`src/rtl/amo_ctrl.sv`:
```
// RV32A atomic sequencer: AMO read-modify-write and LR/SC with a single-entry
// reservation, one transaction in flight, registered data-bus port.

module amo_alu #(
   parameter int XLEN = 32
) (
   input  logic [4:0]      op,
   input  logic [XLEN-1:0] s1,
   input  logic [XLEN-1:0] s2,
   output logic [XLEN-1:0] result
);
   always_comb begin
      result = s2;
      case (op)
         5'b00000: result = s1 + s2;
         5'b00001: result = s1;
         5'b00100: result = s1 ^ s2;
         5'b01000: result = s1 | s2;
         5'b01100: result = s1 & s2;
         5'b10000: result = ($signed(s1) < $signed(s2)) ? s1 : s2;
         5'b10100: result = ($signed(s1) > $signed(s2)) ? s1 : s2;
         5'b11000: result = (s1 < s2) ? s1 : s2;
         5'b11100: result = (s1 > s2) ? s1 : s2;
         default:  result = s2;
      endcase
   end
endmodule

module amo_ctrl #(
   parameter int XLEN      = 32,
   parameter int RESV_GRAN = 2
) (
   input  logic            clk,
   input  logic            rst,
   input  logic            i_req,
   input  logic [4:0]      i_funct5,
   input  logic [XLEN-1:0] i_addr,
   input  logic [XLEN-1:0] i_wdata,
   input  logic            i_resv_clr,
   input  logic            i_st_snoop,
   input  logic [XLEN-1:0] i_st_addr,
   output logic            o_busy,
   output logic            o_ack,
   output logic [XLEN-1:0] o_rdata,
   output logic            o_err,
   output logic            o_mem_req,
   output logic            o_mem_we,
   output logic [XLEN-1:0] o_mem_addr,
   output logic [XLEN-1:0] o_mem_wdata,
   input  logic            i_mem_ack,
   input  logic            i_mem_err,
   input  logic [XLEN-1:0] i_mem_rdata
);
   localparam logic [4:0] F_LR = 5'b00010;
   localparam logic [4:0] F_SC = 5'b00011;

   typedef enum logic [1:0] {IDLE, READ, WRITE, RESP} state_t;

   state_t                state_reg, state_next;
   logic [4:0]            funct5_reg, funct5_next;
   logic [XLEN-1:0]       operand_reg, operand_next;
   logic [XLEN-1:RESV_GRAN] gran_reg, gran_next;
   logic [XLEN-1:0]       load_reg, load_next;
   logic [XLEN-1:0]       rdata_reg, rdata_next;
   logic                  err_reg, err_next;
   logic                  mem_req_reg, mem_req_next;
   logic                  mem_we_reg, mem_we_next;
   logic [XLEN-1:0]       mem_addr_reg, mem_addr_next;
   logic [XLEN-1:0]       mem_wdata_reg, mem_wdata_next;
   logic                  resv_valid_reg, resv_valid_next;
   logic [XLEN-1:RESV_GRAN] resv_addr_reg, resv_addr_next;
   logic                  resv_clr;
   logic                  resv_set;
   logic [XLEN-1:0]       alu_result;
   logic                  lint_unused;

   // Byte-offset bits of the snooped address never take part in granule matching.
   assign lint_unused = ^i_st_addr[RESV_GRAN-1:0];

   function automatic logic known_op(input logic [4:0] f);
      case (f)
         5'b00000, 5'b00001, 5'b00010, 5'b00011, 5'b00100, 5'b01000,
         5'b01100, 5'b10000, 5'b10100, 5'b11000, 5'b11100: known_op = 1'b1;
         default: known_op = 1'b0;
      endcase
   endfunction

   amo_alu #(.XLEN(XLEN)) u_alu (
      .op     (funct5_reg),
      .s1     (operand_reg),
      .s2     (i_mem_rdata),
      .result (alu_result)
   );

   always_comb begin
      state_next     = state_reg;
      funct5_next    = funct5_reg;
      operand_next   = operand_reg;
      gran_next      = gran_reg;
      load_next      = load_reg;
      rdata_next     = rdata_reg;
      err_next       = err_reg;
      mem_req_next   = mem_req_reg;
      mem_we_next    = mem_we_reg;
      mem_addr_next  = mem_addr_reg;
      mem_wdata_next = mem_wdata_reg;
      resv_set       = 1'b0;
      resv_clr       = i_resv_clr |
                       (i_st_snoop && (i_st_addr[XLEN-1:RESV_GRAN] == resv_addr_reg));

      case (state_reg)
         IDLE: begin
            if (i_req) begin
               funct5_next  = i_funct5;
               operand_next = i_wdata;
               gran_next    = i_addr[XLEN-1:RESV_GRAN];
               err_next     = 1'b0;
               if (i_funct5 == F_SC) resv_clr = 1'b1;
               if ((i_addr[1:0] != 2'b00) || !known_op(i_funct5)) begin
                  err_next   = 1'b1;
                  rdata_next = '0;
                  state_next = RESP;
               end else if (i_funct5 == F_SC) begin
                  if (resv_valid_reg && (i_addr[XLEN-1:RESV_GRAN] == resv_addr_reg)) begin
                     load_next      = '0;
                     mem_req_next   = 1'b1;
                     mem_we_next    = 1'b1;
                     mem_addr_next  = i_addr;
                     mem_wdata_next = i_wdata;
                     state_next     = WRITE;
                  end else begin
                     rdata_next = {{(XLEN-1){1'b0}}, 1'b1};
                     state_next = RESP;
                  end
               end else begin
                  mem_req_next  = 1'b1;
                  mem_we_next   = 1'b0;
                  mem_addr_next = i_addr;
                  state_next    = READ;
               end
            end
         end
         READ: begin
            if (i_mem_ack) begin
               if (i_mem_err) begin
                  err_next     = 1'b1;
                  rdata_next   = '0;
                  mem_req_next = 1'b0;
                  state_next   = RESP;
               end else if (funct5_reg == F_LR) begin
                  rdata_next   = i_mem_rdata;
                  resv_set     = 1'b1;
                  mem_req_next = 1'b0;
                  state_next   = RESP;
               end else begin
                  // Request stays up so the write follows the read back to back.
                  load_next      = i_mem_rdata;
                  mem_wdata_next = alu_result;
                  mem_we_next    = 1'b1;
                  state_next     = WRITE;
               end
            end
         end
         WRITE: begin
            if (i_mem_ack) begin
               mem_req_next = 1'b0;
               mem_we_next  = 1'b0;
               rdata_next   = load_reg;
               err_next     = i_mem_err;
               state_next   = RESP;
               if ((funct5_reg != F_SC) && (gran_reg == resv_addr_reg)) resv_clr = 1'b1;
            end
         end
         RESP: state_next = IDLE;
         default: state_next = IDLE;
      endcase

      resv_valid_next = resv_valid_reg;
      resv_addr_next  = resv_addr_reg;
      if (resv_clr) begin
         resv_valid_next = 1'b0;
      end else if (resv_set) begin
         resv_valid_next = 1'b1;
         resv_addr_next  = gran_reg;
      end
   end

   always_ff @(posedge clk) begin
      if (rst) begin
         state_reg      <= IDLE;
         funct5_reg     <= '0;
         operand_reg    <= '0;
         gran_reg       <= '0;
         load_reg       <= '0;
         rdata_reg      <= '0;
         err_reg        <= 1'b0;
         mem_req_reg    <= 1'b0;
         mem_we_reg     <= 1'b0;
         mem_addr_reg   <= '0;
         mem_wdata_reg  <= '0;
         resv_valid_reg <= 1'b0;
         resv_addr_reg  <= '0;
      end else begin
         state_reg      <= state_next;
         funct5_reg     <= funct5_next;
         operand_reg    <= operand_next;
         gran_reg       <= gran_next;
         load_reg       <= load_next;
         rdata_reg      <= rdata_next;
         err_reg        <= err_next;
         mem_req_reg    <= mem_req_next;
         mem_we_reg     <= mem_we_next;
         mem_addr_reg   <= mem_addr_next;
         mem_wdata_reg  <= mem_wdata_next;
         resv_valid_reg <= resv_valid_next;
         resv_addr_reg  <= resv_addr_next;
      end
   end

   assign o_busy      = (state_reg != IDLE);
   assign o_ack       = (state_reg == RESP);
   assign o_err       = (state_reg == RESP) && err_reg;
   assign o_rdata     = rdata_reg;
   assign o_mem_req   = mem_req_reg;
   assign o_mem_we    = mem_we_reg;
   assign o_mem_addr  = mem_addr_reg;
   assign o_mem_wdata = mem_wdata_reg;
endmodule

```
`config.mk`:
```
export PLATFORM = sky130hd
export DESIGN_NAME = amo_ctrl
export DESIGN_NICKNAME = d
export VERILOG_FILES = /design/src/rtl/amo_ctrl.sv
export SDC_FILE = /design/constraint.sdc
export NUM_CORES = 1
export LEC_CHECK = 0
export ABC_AREA = 1
export BUFFER_PORTS_ARGS = -buffer_cell sky130_fd_sc_hd__buf_2
export CORE_ASPECT_RATIO = 0.75
export CORE_UTILIZATION = 40
export DETAILED_ROUTE_END_ITERATION = 8
export PLACE_DENSITY = 0.56
export SYNTH_ARGS = -nofsm -noshare
export SYNTH_HDL_FRONTEND = slang
export SYNTH_SLANG_ARGS = --single-unit
```
`constraint.sdc`:
```
create_clock -name clk -period 2.79 [get_ports clk]
set_input_delay 0.4185 -clock clk [delete_from_list [all_inputs] [get_ports clk]]
set_output_delay 0.4185 -clock clk [all_outputs]
set_load 0.05 [all_outputs]
```
Word-level counts from Yosys, hierarchy flattened. Memory sizes are Yosys's and may differ from the RTL's. Cells that the tools add are included.

Memories kept: 1. Register bits after elaboration: 231. ROM bits: 32. Word-level logic and storage cells: 152. Bits of input ports: 140. Output and inout bits: 101.

Multiplexer cells: 74. Reductions and logical operators: 22. Magnitude comparators: 4. Equal/unequal tests: 31. Add/sub/neg operators: 1. Bitwise gates (word level): 6.

Memory list: (no name shown) (words 32, bits a word 1, read ports 1, clocked after Yosys merged registers in 0, write ports 0, RTL line 81) `case (f)`.

Operators by type and width (count): 2-to-1 mux 32 bit (28); case mux 32 bit (9 select lines) (1); case mux 32 bit (2 select lines) (2); case mux 32 bit (3 select lines) (1); == test 30 bit (3); > comparator 32 bit (2); < comparator 32 bit (2); adder 32 bit (1); AND 32 bit (1); 2-to-1 mux 1 bit (32); bitwise OR 32 bit (1); bitwise XOR 32 bit (1); == test 5 bit, second input constant (4); != test 2 bit, second input constant (9); AND reduction 8 bit (2); AND reduction 7 bit (2); != test 3 bit, second input constant (4); == test 5 x 2 -> 1 bit, second input constant (2); == test 5 x 4 -> 1 bit, second input constant (2); 2-to-1 mux 2 bit (5); case mux 1 bit (3 select lines) (3); case mux 2 bit (4 select lines) (1); nonzero test 2 bit (3); == test 5 x 1 -> 1 bit, second input constant (1); other kinds (19) (25).

Depth between registers and ports, before layout. Gate-level depths: netlist (run 1).

Depth in word-level cells: 8. Depth in mapped cells: 22. Mapped depth without buffers: 22.

By module. A second synthesis (run 1) with hierarchy kept.

Cells, all modules: 3114. Area, all modules: 18248.8 um^2.

By module, submodules not included: amo_ctrl (cells an instance 1896, seq. area each 4624.4 um^2, times used 1, area an instance 11913.9 um^2); amo_alu (cells an instance 1218, seq. area each 0.0 um^2, times used 1, area an instance 6334.8 um^2).

Worst setup path after synthesis (run 1). OpenSTA, ideal clock, no wires.

Path kind: register to register. Start point: register state_reg[0]. End point: register rdata_reg[13], in the netlist o_rdata[13]. Slack: 111 ps. Path buffers: 1. Arrival time: 2551 ps. Stages on the path, launching flop included: 13. Cells stage by stage: dfxtp_1 > inv_1 > ha_1 > inv_1 > o22ai_1 > nor2_1 > inv_1 > or2_2 > a21oi_2 > clkbuf_1 > nand2_1 > o21ai_1 > nor2_1.

Word-level cells in the longest chain between the ends: 3.

Ends and longest elaborated chain: from (decl) (RTL line 59) `state_t state_reg, state_next;`; from (signal assigned) (RTL line 204) `state_reg <= state_next;`; == test 2 x 1 -> 1 bit, or another cell as far along (RTL line 111) `case (state_reg)`; != test 3 bit (no source line), or another cell as far along; AND reduction 7 bit (no source line); to (signal assigned) (RTL line 209) `rdata_reg <= rdata_next;`; to (decl) (RTL line 64) `logic [XLEN-1:0] rdata_reg, rdata_next;`.

Several ways; a longest one is shown, not always the timed one. A chain may end at the register's enable or synchronous reset.

Worst setup path after layout (run 1).
Start point: register operand_reg[21]. End point: register mem_wdata_reg[2], in the netlist o_mem_wdata[2].

Word-level cells in the longest chain between the ends: 7.

Ends and longest elaborated chain: from (decl) (RTL line 61) `logic [XLEN-1:0] operand_reg, operand_next;`; from (signal assigned) (RTL line 206) `operand_reg <= operand_next;`; > comparator 32 bit, or another cell as far along (RTL line 23) `5'b11100: result = (s1 > s2) ? s1 : s2;`; 2-to-1 mux 32 bit, on equally long branches; case mux 32 bit (9 select lines) (*) (RTL line 14) `case (op)`; 2-to-1 mux 32 bit (*) (RTL line 150) `end else if (funct5_reg == F_LR) begin`; 2-to-1 mux 32 bit (*) (RTL line 145) `if (i_mem_err) begin`; 2-to-1 mux 32 bit (*) (RTL line 144) `if (i_mem_ack) begin`; case mux 32 bit (2 select lines) (*) (RTL line 111); to (signal assigned) (RTL line 214) `mem_wdata_reg <= mem_wdata_next;`; to (decl) (RTL line 69) `logic [XLEN-1:0] mem_wdata_reg, mem_wdata_next;`.

Mark *: on every way between the ends. The rest lies on a longest branch, timed or not. The select of a mux whose other input is x is not followed.

==> results of run 1 <==
cells by family after synthesis:
family	share of synthesized area
AOI/OAI and AO/OA	0.237
xor gates and xnor gates	0.0215
adders and majority gates	0.0781
buffers and inverters	0.0946
DFF	0.284
and+or+nand+nor	0.285
final cells by class:
| cell class | count | area, um^2 | area share |
|---|---|---|---|
| clock buffer | 34 | 742 | 0.0337 |
| timing repair buffer | 615 | 4270 | 0.194 |
| inverter | 264 | 993 | 0.0451 |
| sequential | 231 | 4640 | 0.211 |
| clock inverter | 13 | 206 | 0.00936 |
| multi-input combinational | 1954 | 10500 | 0.478 |
| tap | 520 | 651 | 0.0295 |
through the flow:
| stage | area, um^2 | setup WS (ns) | total power (uW) | cells |
|---|---|---|---|---|
| final | 22000 | 0.0722 | 21700 | 3631 |
| after detailed placement | 20600 | -0.298 | 17100 | 3580 |
| after CTS | 21700 | 0.000916 | 21200 | 3627 |
| after global placement | 20600 | -0.273 | 17000 | 3580 |
| after global routing | 22000 | -0.0469 | 23000 | 3631 |
| after floorplan | 16300 | 0.111 | 12300 | 2579 |
how the worst max path moves through the flow:
stage,end,cells after the start
final,o_mem_wdata[2],18
after global routing,o_mem_wdata[22],18
after CTS,o_mem_wdata[13],18
after detailed placement,o_mem_wdata[2],18
after global placement,o_mem_wdata[2],18
after floorplan,o_rdata[13],12
worst max-delay path: cells and delay by family, from the launching register on:
family / cells / cell delay (ns)
compound gates: 3 / 0.51
fa+ha+maj: 1 / 0.30
buf+inv: 5 / 0.63
flops: 1 / 0.33
simple gates: 9 / 0.81
report_power, final:
part | switching [uW] | internal [uW] | total [uW] | leakage [uW]
logic | 8780 | 4380 | 13200 | 0.00786
clock network | 1580 | 2340 | 3920 | 0.000460
registers | 508 | 4110 | 4610 | 0.00189
total | 10900 | 10800 | 21700 | 0.0102
repair_timing:
| item | in CTS | in global routing |
|---|---|---|
| setup endpoints to repair | 30 | 80 |
| resized for setup | 23 | 87 |
| setup buffers | 0 | 4 |
| gates cloned | 0 | 0 |
| pin swaps | 6 | 18 |
per-layer routing:
layer	up-vias	track usage	wire length, um	share of wire
li1	9653	-	-	-
met5	-	0	13	0.00017
met2	920	0.492	29800	0.39
met4	2	0.0965	1930	0.026
met1	9418	0.527	36100	0.48
met3	107	0.0937	7880	0.10
cell usage in the layout, fill, tap and decap left out, types with 58 or more instances in the layout:
cell / count
nand2_1: 554
dfxtp_1: 217
nor3_1: 60
ha_1: 85
inv_1: 239
o21ai_0: 220
buf_4: 353
buf_2: 237
nor2_1: 238
a21oi_1: 319
nand3_1: 146
o22ai_1: 58
==> impl_results.md, run 1 <==
- FF-to-FF setup slack: 0.07 ns
- Final period utilization: 0.974
- Commonest cells post-synth: nand2_1 (568), a21oi_1 (325), nor2_1 (251)
- Synth cell types: 50
- RR Endpoint: o_mem_wdata[2]
- Crit path kind: reg -> reg
- Number of fill cells: 3,963
- Leading area contributor after synthesis: dfxtp_1
- Die area: 41,500 um^2
- Crit-path cells: inv_1 > ha_1 > inv_1 > nand2_1 > nand2_1 > a21oi_2 > nand2_2 > a21oi_4 > nand2_4 > buf_12 > nand2_2 > buf_6 > nand3_2 > buf_4 > nand2_1 > nand3_1 > nand2_1 > a21oi_1
- Peak Freq: 368 MHz
- Layout Utilization: 0.554
- Post-Syn Area: 16,300 um^2
- Clock Skews: 0.0207 ns
- CP required: 3.23 ns
- Syn_area_per_cell: 6.31 um^2
- CTS Buffer Depth: 3
- Unrepaired setup endpoints after global routing: yes
- Outcome: complete, no violations
- Largest cells by area after synthesis: dfxtp_1 (28%), nand2_1 (13%), a21oi_1 (10%)
- Final #Nets: 3,333
- Antenna diodes: 0
- Antenna Nets Post-Route: 0
- Htree depth: 1
- Final hold viol count: 0
- DR iter-0 viols: 1,971
- CTS tree: done
- DRC: 0
- Post-synth EDFFs: 0
- I/O pins: 241
- Hold path endpoint: o_mem_wdata[31]
- GRT Total Usage: 0.354
- Crit path from: operand_reg[21]
- Share of cells above drive strength 1: 0.252
- Crit path arrival time: 3.16 ns
- Routed vias/inst: 5.54
- Setup TNS: 0 ns
- Pin count of the biggest net entering global routing: 117
- Hpwl dp: 57.1 mm
- Antenna violations before repair: 2
- Hold depth: 3
- Gr ovfl total: 0
- R2R cell count: 18
- Syn-to-layout area delta: 35.5%
- Max stage delay cell, worst path: dfxtp_1
- Synth top area share: 0.284
- Clk slew on worst S/H paths: 0.07 ns
- Most common cell in the netlist: nand2_1
- FFs w/ async S/R, synth: 0
- Crit. End Element: flip-flop
- Final WL: 75.7 mm
- CP Max Fanout: 9
- Mapped Nets: 2,820
- Total vias in the final route: 20,100
- Die height: 177 um
- Worst-margin pin slew: 0.919 ns
- First-pass DRT Iterations: 6
- Dominant synthesized flop cell: dfxtp_1
- Wire per inst: 20.9 um
- CP max stage delay: 0.33 ns
- Vias in the first global route: 18,500
- Max-slew violation count: 0
- YS warnings: 0
- Part of the Yosys area used for sequential elements: 0.284
- FF-to-FF Start: operand_reg[21]
- Core box area: 39,800 um^2
- Cts hold-fix bufs: 0
- CTS buffer count: 26
- Synth Register Bits: 231
- Num Clock Sinks: 231
- Root buffer cell: clkbuf_16
- Hold Crit Class: in -> reg
- Routability Congestion: 1.03
- Critical path launch point type: flip-flop
- First-pass GRT wire length: 112 mm
- Crit path top cell by count: nand2_1
- Final setup viols: 0
- Hold Slack: 0.129 ns
- Tmin final: 2.72 ns
- Worst skew pair latency: 0.57 ns
- Port Buffers: 238
- Slew headroom: 0.387
- Row count: 63
- Gate Count Post-Synth: 2,579
- Leakage power: 0.0102 uW
- Total of max-cap violations: 0
- Hold_sp: i_wdata[31]
- Die X: 235 um
- Power per cell area: 984 nW/um^2
- Max VDD drop: 1.03 mV
- Starting Density: 0.409
No activity file was read; power rests on OpenSTA's default activity.
==> inputs of run 2 (changes only) <==
--- a/config.mk
+++ b/config.mk
@@ -8,9 +8,9 @@
 export ABC_AREA = 1
 export BUFFER_PORTS_ARGS = -buffer_cell sky130_fd_sc_hd__buf_2
 export CORE_ASPECT_RATIO = 0.75
-export CORE_UTILIZATION = 40
+export CORE_UTILIZATION = 47
 export DETAILED_ROUTE_END_ITERATION = 8
-export PLACE_DENSITY = 0.56
+export PLACE_DENSITY = 0.65
 export SYNTH_ARGS = -nofsm -noshare
 export SYNTH_HDL_FRONTEND = slang
 export SYNTH_SLANG_ARGS = --single-unit
==> run 2 against run 1 <==
- global-route usage up 3.5 points
- sequential power about the same
- via count up 1.2%
- critical endpoint is now o_mem_wdata[17]
- largest cell class unchanged
- final area down 1.9%
- critical path type unchanged
- clock skew down 0.00056 ns
- clock power down 5.6%
- flip-flop and latch count unchanged
- die area down 15%
- non-clock buffer count down 41
- sequential share of layout area up 0.40 points
==> impl_results.md, run 2 (same netlist as run 1, synthesis figures left out) <==
- First-pass GRT wire length: 107 mm
- Die area: 35,400 um^2
- Crit path buf inv count: 3
- Routability Congestion: 1.02
- Core box area: 33,800 um^2
- Max stage delay cell, worst path: dfxtp_2
- FF-to-FF setup slack: 0.08 ns
- R2R cell count: 17
- Slew headroom: 0.495
- Clk slew on worst S/H paths: 0.06 ns
- Tmin final: 2.71 ns
- Gr ovfl total: 0
- CP max stage delay: 0.34 ns
- Final hold viol count: 0
- Crit path kind: reg -> reg
- Final period utilization: 0.970
- Crit. End Element: flip-flop
- Outcome: complete, no violations
- Crit path from: operand_reg[11]
- Hold depth: 3
- Unrepaired setup endpoints after global routing: yes
- FF-to-FF Start: operand_reg[11]
- I/O pins: 241
- Crit-path cells: inv_2 > ha_4 > nor2_2 > buf_4 > nand3_2 > nand3_2 > a21oi_2 > nand2_2 > nand2_4 > nand2_8 > nand2_8 > nand3_4 > clkbuf_16 > o211ai_1 > nand3_1 > nand2_1 > a21oi_1
- Total of max-cap violations: 0
- Syn-to-layout area delta: 32.9%
- Final setup viols: 0
- CP Max Fanout: 13
- Num Clock Sinks: 231
- Hold_sp: i_addr[14]
- Peak Freq: 369 MHz
- Row count: 58
- Max-slew violation count: 0
- CTS tree: done
- Most common cell after layout, fill and taps aside: nand2_1
- Leakage power: 0.0101 uW
- Setup TNS: 0 ns
- Total vias in the final route: 20,300
- Routed vias/inst: 5.77
- Vias in the first global route: 18,400
- CTS Buffer Depth: 3
- Crit path arrival time: 3.15 ns
- Pin count of the biggest net entering global routing: 117
- Antenna Nets Post-Route: 0
- First-pass DRT Iterations: 7
- Port Buffers: 238
- Wire per inst: 20.6 um
- Worst skew pair latency: 0.56 ns
- Die X: 217 um
- Root buffer cell: clkbuf_16
- CP required: 3.24 ns
- CTS buffer count: 26
- DR iter-0 viols: 2,475
- GRT Total Usage: 0.390
- Max VDD drop: 0.766 mV
- Hpwl dp: 53.6 mm
- Delay-heaviest family, CP: simple AND/OR/NAND/NOR gates
- Worst-margin pin slew: 0.758 ns
- DRC: 0
- Cts hold-fix bufs: 0
- Antenna violations before repair: 4
- Final WL: 72.6 mm
- Stages on worst setup path: 17
- Share of cells above drive strength 1: 0.241
- Post-route cell area: 21,600 um^2
- Clock Skews: 0.0201 ns
- Htree depth: 1
- Commonest non-fill, non-tap cells in the layout: nand2_1 (554), a21oi_1 (317), buf_4 (309)
- Area post-placement: 20,100 um^2
- Final #Nets: 3,292
- Critical path launch point type: flip-flop
- Die height: 163 um
- Power per cell area: 987 nW/um^2
- Starting Density: 0.481
- Hold Crit Class: in -> reg
## run 2: cell count changes in the layout (fill, tap and decap cells not counted), moves of 3 or more
| cell | delta |
|---|---|
| buf_4 | -44 |
| nor2_1 | +6 |
| buf_12 | -3 |
| clkbuf_16 | +3 |
| clkinv_2 | +3 |
| nand2_2 | -3 |
| nor2_2 | -3 |
| nor2_4 | -3 |
| o21ai_1 | -3 |
## run 2: worst register-to-register path, cell delays in order (launching register included)
cell and delay (ns):
dfxtp_2 0.34, inv_2 0.05, ha_4 0.28, nor2_2 0.05
buf_4 0.14, nand3_2 0.07, nand3_2 0.11, a21oi_2 0.19
nand2_2 0.10, nand2_4 0.16, nand2_8 0.13, nand2_8 0.13
nand3_4 0.17, clkbuf_16 0.25, o211ai_1 0.17, nand3_1 0.11
nand2_1 0.09, a21oi_1 0.06
## run 2: final timing paths
path                          end
setup / recovery  o_mem_wdata[17]
hold / removal       gran_reg[14]
setup reg to reg  o_mem_wdata[17]
hold reg to reg     o_mem_addr[1]
## run 2: timing repair
action,CTS,global route
cloned,0,3
resized for setup,4,103
endpoints found under the setup margin,30,64
setup buffers,0,8
pin swaps,1,25
## run 2: power breakdown
part	internal (uW)	total, uW	switching, uW
Combinational	4290	13100	8760
Clock	2180	3700	1520
Sequential	4110	4600	490
Total	10600	21300	10800
## run 2: per-layer routing
metal | GRT usage | share of wire | vias to the layer above
met2 | 0.545 | 0.39 | 1167
met5 | 0 | 0.00032 | -
li1 | - | - | 9571
met4 | 0.120 | 0.031 | 4
met3 | 0.0734 | 0.12 | 134
met1 | 0.591 | 0.46 | 9464
## run 2: cell type report
cell class / count / area (um^2)
Fill cell: 3135 / 12200
Multi-Input combinational cell: 1954 / 10500
Sequential cell: 231 / 4640
Timing Repair Buffer: 574 / 3990
Inverter: 264 / 992
Clock buffer: 35 / 756
Tap cell: 450 / 563
Clock inverter: 13 / 156
Antenna cell: 2 / 5.00
## run 2: metrics by stage
stage                     cells  total power [uW]  worst slack, ns  hold slack, ns  utilization
final                      3523             21300           0.0835           0.144        0.640
after global routing       3523             22500          -0.0558           0.144        0.640
after CTS                  3510             20500           0.0224           0.125        0.622
after detailed placement   3462             16800           -0.291           0.433        0.595
after global placement     3462             16500           -0.277           0.431        0.595
after floorplan            2579             12300            0.111           0.441            -
